===== src/rtl/snp_capture_ctrl_if.sv =====
// Sample stream in, BRAM write port out, for the snapshot capture sequencer.
// The slave modport is the sequencer's view; the master modport is the data source and BRAM side.
interface snp_capture_ctrl_if #(
  parameter int DATA_WIDTH = 32,
  parameter int ADDR_WIDTH = 10
);
  logic [DATA_WIDTH-1:0] din;
  logic                  din_valid;
  logic                  trig;
  logic [ADDR_WIDTH-1:0] bram_addr;
  logic [DATA_WIDTH-1:0] bram_data;
  logic                  bram_we;

  modport master (output din, din_valid, trig, input bram_addr, bram_data, bram_we);
  modport slave  (input din, din_valid, trig, output bram_addr, bram_data, bram_we);
endinterface


===== src/rtl/snp_capture_ctrl.sv =====
// Snapshot capture sequencer: arms on a software edge, waits for a trigger, then streams
// valid samples into BRAM as a one-shot or circular capture and reports status.
module snp_capture_ctrl #(
  parameter int DATA_WIDTH = 32,
  parameter int ADDR_WIDTH = 10
) (
  input  logic                     user_clk,
  input  logic                     user_rst,
  input  logic [31:0]              ctrl_word,
  snp_capture_ctrl_if.slave        bus,
  output logic [31:0]              status
);
  typedef enum logic [1:0] {S_IDLE, S_ARMED, S_CAPTURE, S_DONE} state_t;

  localparam logic [ADDR_WIDTH-1:0] LAST_ADDR = '1;
  localparam logic [ADDR_WIDTH-1:0] ONE_ADDR  = ADDR_WIDTH'(1);
  localparam logic [ADDR_WIDTH:0]   ONE_CNT   = (ADDR_WIDTH+1)'(1);

  state_t                state_q, state_d;
  logic                  arm_prev_q, arm_prev_d;
  logic                  trig_ext_q, trig_ext_d;
  logic                  circ_q, circ_d;
  logic                  wrapped_q, wrapped_d;
  logic [ADDR_WIDTH-1:0] wr_ptr_q, wr_ptr_d;
  logic [ADDR_WIDTH:0]   count_q, count_d;
  logic                  we_q, we_d;
  logic [ADDR_WIDTH-1:0] addr_q, addr_d;
  logic [DATA_WIDTH-1:0] data_q, data_d;

  logic arm_rise, arm_fall, hit;
  logic unused_ctrl_bits;

  assign unused_ctrl_bits = ^ctrl_word[31:3];

  assign arm_rise = ctrl_word[0] & ~arm_prev_q;
  assign arm_fall = ~ctrl_word[0] & arm_prev_q;
  assign hit      = bus.din_valid & (~trig_ext_q | bus.trig);

  always_comb begin
    state_d    = state_q;
    arm_prev_d = ctrl_word[0];
    trig_ext_d = trig_ext_q;
    circ_d     = circ_q;
    wrapped_d  = wrapped_q;
    wr_ptr_d   = wr_ptr_q;
    count_d    = count_q;
    we_d       = 1'b0;
    addr_d     = addr_q;
    data_d     = data_q;

    case (state_q)
      S_IDLE: begin
        count_d   = '0;
        wrapped_d = 1'b0;
        wr_ptr_d  = '0;
        if (arm_rise) begin
          state_d    = S_ARMED;
          trig_ext_d = ctrl_word[1];
          circ_d     = ctrl_word[2];
        end
      end
      S_ARMED: begin
        // A hit in the same cycle as arm_fall still starts the capture.
        if (hit) begin
          we_d     = 1'b1;
          addr_d   = '0;
          data_d   = bus.din;
          wr_ptr_d = ONE_ADDR;
          count_d  = ONE_CNT;
          state_d  = S_CAPTURE;
        end else if (arm_fall) begin
          state_d = S_IDLE;
        end
      end
      S_CAPTURE: begin
        if (bus.din_valid) begin
          we_d     = 1'b1;
          addr_d   = wr_ptr_q;
          data_d   = bus.din;
          wr_ptr_d = wr_ptr_q + ONE_ADDR;
          if (circ_q) begin
            count_d = {1'b0, wr_ptr_q + ONE_ADDR};
            if (wr_ptr_q == LAST_ADDR) begin
              wrapped_d = 1'b1;
            end
          end else begin
            count_d = count_q + ONE_CNT;
            if (wr_ptr_q == LAST_ADDR) begin
              state_d = S_DONE;
            end
          end
        end
        if (circ_q && arm_fall) begin
          state_d = S_DONE;
        end
      end
      S_DONE: begin
        if (arm_rise) begin
          state_d    = S_ARMED;
          trig_ext_d = ctrl_word[1];
          circ_d     = ctrl_word[2];
          count_d    = '0;
          wrapped_d  = 1'b0;
          wr_ptr_d   = '0;
        end
      end
      default: state_d = S_IDLE;
    endcase
  end

  // arm_prev resets high so an arm level held through reset is not seen as an edge.
  always_ff @(posedge user_clk) begin
    if (user_rst) begin
      state_q    <= S_IDLE;
      arm_prev_q <= 1'b1;
      trig_ext_q <= 1'b0;
      circ_q     <= 1'b0;
      wrapped_q  <= 1'b0;
      wr_ptr_q   <= '0;
      count_q    <= '0;
      we_q       <= 1'b0;
      addr_q     <= '0;
      data_q     <= '0;
    end else begin
      state_q    <= state_d;
      arm_prev_q <= arm_prev_d;
      trig_ext_q <= trig_ext_d;
      circ_q     <= circ_d;
      wrapped_q  <= wrapped_d;
      wr_ptr_q   <= wr_ptr_d;
      count_q    <= count_d;
      we_q       <= we_d;
      addr_q     <= addr_d;
      data_q     <= data_d;
    end
  end

  assign bus.bram_we   = we_q;
  assign bus.bram_addr = addr_q;
  assign bus.bram_data = data_q;

  assign status = {state_q == S_DONE,
                   (state_q == S_ARMED) || (state_q == S_CAPTURE),
                   wrapped_q,
                   13'd0,
                   16'(count_q)};
endmodule


===== src/flat_wrapper.sv =====
// flat-port wrapper written by rule: the top's interface ports become plain ports
module snp_capture_ctrl_flat 
#(
  parameter int DATA_WIDTH = 32,
  parameter int ADDR_WIDTH = 10
)
  (user_clk, user_rst, ctrl_word, status, bus_din, bus_din_valid, bus_trig, bus_bram_addr, bus_bram_data, bus_bram_we);
  snp_capture_ctrl_if #(.DATA_WIDTH(DATA_WIDTH), .ADDR_WIDTH(ADDR_WIDTH)) bus_i ();
  input  logic user_clk;
  input  logic user_rst;
  input  logic [31:0] ctrl_word;
  output logic [31:0] status;
  input wire logic [$bits(bus_i.din)-1:0] bus_din;
  input wire logic [$bits(bus_i.din_valid)-1:0] bus_din_valid;
  input wire logic [$bits(bus_i.trig)-1:0] bus_trig;
  output wire logic [$bits(bus_i.bram_addr)-1:0] bus_bram_addr;
  output wire logic [$bits(bus_i.bram_data)-1:0] bus_bram_data;
  output wire logic [$bits(bus_i.bram_we)-1:0] bus_bram_we;
  assign bus_i.din = bus_din;
  assign bus_i.din_valid = bus_din_valid;
  assign bus_i.trig = bus_trig;
  assign bus_bram_addr = bus_i.bram_addr;
  assign bus_bram_data = bus_i.bram_data;
  assign bus_bram_we = bus_i.bram_we;
  snp_capture_ctrl #(.DATA_WIDTH(DATA_WIDTH), .ADDR_WIDTH(ADDR_WIDTH)) u_core (.user_clk(user_clk), .user_rst(user_rst), .ctrl_word(ctrl_word), .bus(bus_i), .status(status));
endmodule

===== config.mk =====
export PLATFORM = sky130hd
export DESIGN_NAME = snp_capture_ctrl_flat
export DESIGN_NICKNAME = d
export VERILOG_FILES = /design/src/rtl/snp_capture_ctrl_if.sv /design/src/rtl/snp_capture_ctrl.sv /design/src/flat_wrapper.sv
export SDC_FILE = /design/constraint.sdc
export NUM_CORES = 1
export LEC_CHECK = 0
export BUFFER_PORTS_ARGS = -buffer_cell sky130_fd_sc_hd__buf_2
export CORE_MARGIN = 10
export CORE_UTILIZATION = 49
export CTS_BUF_LIST = sky130_fd_sc_hd__clkbuf_4 sky130_fd_sc_hd__clkbuf_8
export DETAILED_ROUTE_END_ITERATION = 12
export GPL_TIMING_DRIVEN = 0
export PLACE_DENSITY = 0.82
export SETUP_SLACK_MARGIN = 0.5
export SYNTH_ARGS = -nofsm -noshare
export SYNTH_HDL_FRONTEND = slang
export SYNTH_SLANG_ARGS = --single-unit

===== constraint.sdc =====
create_clock -name user_clk -period 2.5 [get_ports user_clk]
set_input_delay 0.625 -clock user_clk [delete_from_list [all_inputs] [get_ports user_clk]]
set_output_delay 0.625 -clock user_clk [all_outputs]
set_load 0.01 [all_outputs]

==> summary.txt <==
Logic synthesis
  – Top_reg_cell synth: dfxtp_1
  – Synth top area share: 43.4%
  – Cells after Synth: 401
  – Syn Std Cell Area: 3230 sq um
  – Cell variety after synth: 47
  – Synthesized area per cell: 8.05 sq um
  – FFs w/ async S/R, synth: 0%
  – Seq/Total Area, Yosys: 43.4%
  – Synth Warn #: 0
  – Area leader, netlist: dfxtp_1
  – Synth area leaders: dfxtp_1 43%, nand2_1 10%, a21oi_1 8.5%, buf_4 4.4%, ha_1 2.3%
  – EDFF count, synth: 0
  – Yosys reg bits: 70

Detailed routing
  – Routed WL: 9410 microns
  – WL/cell: 15.1 microns
  – ANT nets after route: 0
  – Via count: 3272
  – # DRC: 0
  – First drt pass iteration count: 4
  – Via density per instance: 5.27
  – Initial drt markers: 178

STA
  – Hold Slack: 453 ps
  – Final period util: 79.5%
  – RSZ-0062 raised after global routing: true
  – Final Skew: 7.16 ps
  – Final Max Slew Viols: 0
  – Setup TNS: 0 ps
  – Final Hold Viols: 0
  – Clock period minus worst slack: 1990 ps
  – Endpoints failing setup: 0
  – Max Fclk: 503 MHz

Setup path
  – R2r setup slk: 510 ps
  – Critical path type: reg2reg
  – Crit. End Element: flop
  – Most frequent CP cell: buf_6
  – R2R depth: 9
  – Worst R2R Start: u_core.state_q[1]
  – CP Launch Type: flop
  – R2R Path End: u_core.wr_ptr_q[9]
  – CP max stage delay: 490 ps
  – Top Family by Delay on Critical Path: simple AND/OR/NAND/NOR gates
  – Worst Path Max Fanout: 7
  – CP Data Required Time: 2770 ps
  – CP Cell Sequence: inv_4 -> ha_4 -> buf_6 -> a21boi_4 -> or4_4 -> buf_6 -> buf_8 -> o21a_1 -> mux2i_1
  – CP max stage cell: or4_4
  – Worst Path Arrival: 2260 ps
  – Worst Path Buf+Inv: 4

Clock tree
  – Worst-path clk slew: 70 ps
  – Hold_buf cts: 0
  – Clk Tree Root Cell: clkbuf_8
  – H-Tree Depth: 3
  – CTS Buf Count: 9
  – CTS tree: yes
  – Clock Sinks: 70
  – Worst-Skew Late Latency: 330 ps
  – Clk buf depth: 2

GRT
  – Largest net degree at the start of global routing: 13
  – Gr usage total: 17.7%
  – Number of global-route vias before repair: 3343
  – Congestion Overflow GR: 0
  – Initial antenna violation count: 0
  – First-pass GRT wire length: 15100 microns

Power and ir drop
  – Power per cell area: 784 nW/um^2
  – Power share of the clock group: 30.1%
  – P_leak: 2.02 nW
  – Comb power frac: 32.3%
  – Total internal power: 2.34 mW
  – Worst IR Drop VDD: 0.000479 V
  – Switching pwr: 1.13 mW
  – Reg power frac: 37.6%
  – Net Sw Frac: 32.5%

Layout
  – Share of layout cells above drive strength 1: 35.7%
  – Diodes inserted: 0
  – Area Overhead vs Synth: 36.9%
  – Nets@finish: 613
  – Reg area: 1410 sq um
  – Multi-input combinational cell area: 1750 sq um
  – Most frequent cells in the layout: 99 x buf_2, 87 x nand2_1, 66 x dfxtp_1
  – Fill count: 541
  – Post-Layout Inst Area: 4420 sq um
  – Commonest non-fill, non-tap cell in the layout: buf_2
  – Filler-free cell count of the finished design: 621
  – Final design utilization: 69.2%

Die
  – Die width: 101 microns
  – Die H: 101 microns
  – Core Area: 6390 sq um
  – Initial Util: 50.6%
  – IO Pins: 143
  – Total die area: 10200 sq um
  – Rows: 29

Placed design
  – GPL Wtd Cong: 0.926
  – Placed cell area: 3880 sq um
  – Inst Count DP: 589
  – Buffers on Ports: 94
  – Hpwl dp: 6960 microns

Min path
  – Hold Path Sink: u_core.bus.bram_data[24]
  – Min-delay src: u_core.bus.bram_data[24]
  – Hold Crit Class: reg2reg
  – Worst hold stages: 2

Status
  – Status: complete, no violations

Job
  – Max-cap violation count: 0
## worst max path at each step
stage / startpoint / end / slack, ps / depth (start not counted)
finish: u_core.state_q[1] / u_core.wr_ptr_q[9] / 510 / 9
global placement: bus_din_valid / u_core.wr_ptr_q[5] / 140 / 6
detailed placement: bus_din_valid / u_core.count_q[3] / 120 / 5
floorplan: bus_din_valid / u_core.wr_ptr_q[9] / 510 / 7
global route: u_core.state_q[1] / u_core.wr_ptr_q[9] / 450 / 9
CTS: u_core.state_q[1] / u_core.wr_ptr_q[9] / 480 / 8
## layout make-up
| class | instances | area share, % |
|---|---|---|
| Timing Repair Buffer | 110 | 13.7 |
| Buffer | 43 | 6.25 |
| Inverter | 11 | 1.05 |
| Clock inverter | 5 | 1.84 |
| Multi-Input combinational cell | 294 | 39.6 |
| Clock buffer | 11 | 3.42 |
| Sequential cell | 70 | 32.0 |
| Tap cell | 77 | 2.18 |
## power by group through the flow
stage | combinational [mW] | clock, mW | sequential (mW)
2_1_floorplan | 0.535 | 0 | 1.35
5_1_grt | 1.24 | 1.11 | 1.31
3_3_place_gp | 0.826 | 0 | 1.30
4_1_cts | 0.943 | 1.06 | 1.30
3_5_place_dp | 0.846 | 0 | 1.31
6_report | 1.12 | 1.04 | 1.30
## routing by layer
layer | routed length, microns | vias up | GRT usage [%] | share of wire (%)
met5 | 0 | - | 0 | 0
li1 | - | 1613 | - | -
met2 | 4530 | 134 | 30.0 | 48
met3 | 1090 | 20 | 9.46 | 12
met4 | 150 | 0 | 5.36 | 1.6
met1 | 3630 | 1505 | 18.5 | 39
## registers in the layout, indices dropped and copies added, names as in the netlist
register and flops:
u_core.bus.bram_data 32, u_core.circ_q 1, u_core.arm_prev_q 1, u_core.count_q 11, u_core.wrapped_q 1, u_core.trig_ext_q 1
u_core.bus.bram_we 1, u_core.bus.bram_addr 10, u_core.wr_ptr_q 10, u_core.state_q 2
## per-stage QoR
step	power [mW]	setup WS (ps)
finish	3.46	511
global route	3.66	450
CTS	3.30	479
detailed placement	2.16	118
global placement	2.13	139
floorplan	1.88	507
## logic make-up after synthesis
family | Yosys count | share of synthesized area [%]
flops | 70 | 43.4
simple gates | 153 | 21.6
other cells | 1 | 0.116
fa+ha+maj | 6 | 2.32
buf+inv | 54 | 8.87
xor+xnor | 9 | 2.44
mux | 7 | 2.21
compound gates | 101 | 19.0
## worst reg2reg max path: cells and delay by family, from the launching register on
family	cells	cell delay [ps]
multiplexers	1	120
flip-flops	1	400
buffers and inverters	4	450
adder cells (fa/ha/maj)	1	150
AND/OR/NAND/NOR	1	490
AO/OA/AOI/OAI	2	320
## cell usage after synthesis, types with 2 or more instances
cell type,count
a31oi_1,2
or3_1,5
xnor2_1,4
nor2_1,13
a22o_1,3
nor3_1,5
buf_4,19
nor4_1,5
or4_1,2
and3_1,5
nand4_1,3
a22oi_1,3
nand2b_1,2
or2_2,3
a21o_1,6
ha_1,6
dfxtp_1,70
inv_1,11
mux2i_1,6
nand2_1,88
clkbuf_1,18
o21ai_0,15
o2bb2ai_1,6
nand3_1,14
a21oi_1,55
o21a_1,2
buf_2,4
xor2_1,5
nor3b_1,3
## what timing repair did
item,in CTS,in global routing
endpoints found under the setup margin,62,55
gates resized for setup,32,29
setup buffers,5,11
pin swaps,6,5
Note: power is estimated with default switching activity, not from simulation.
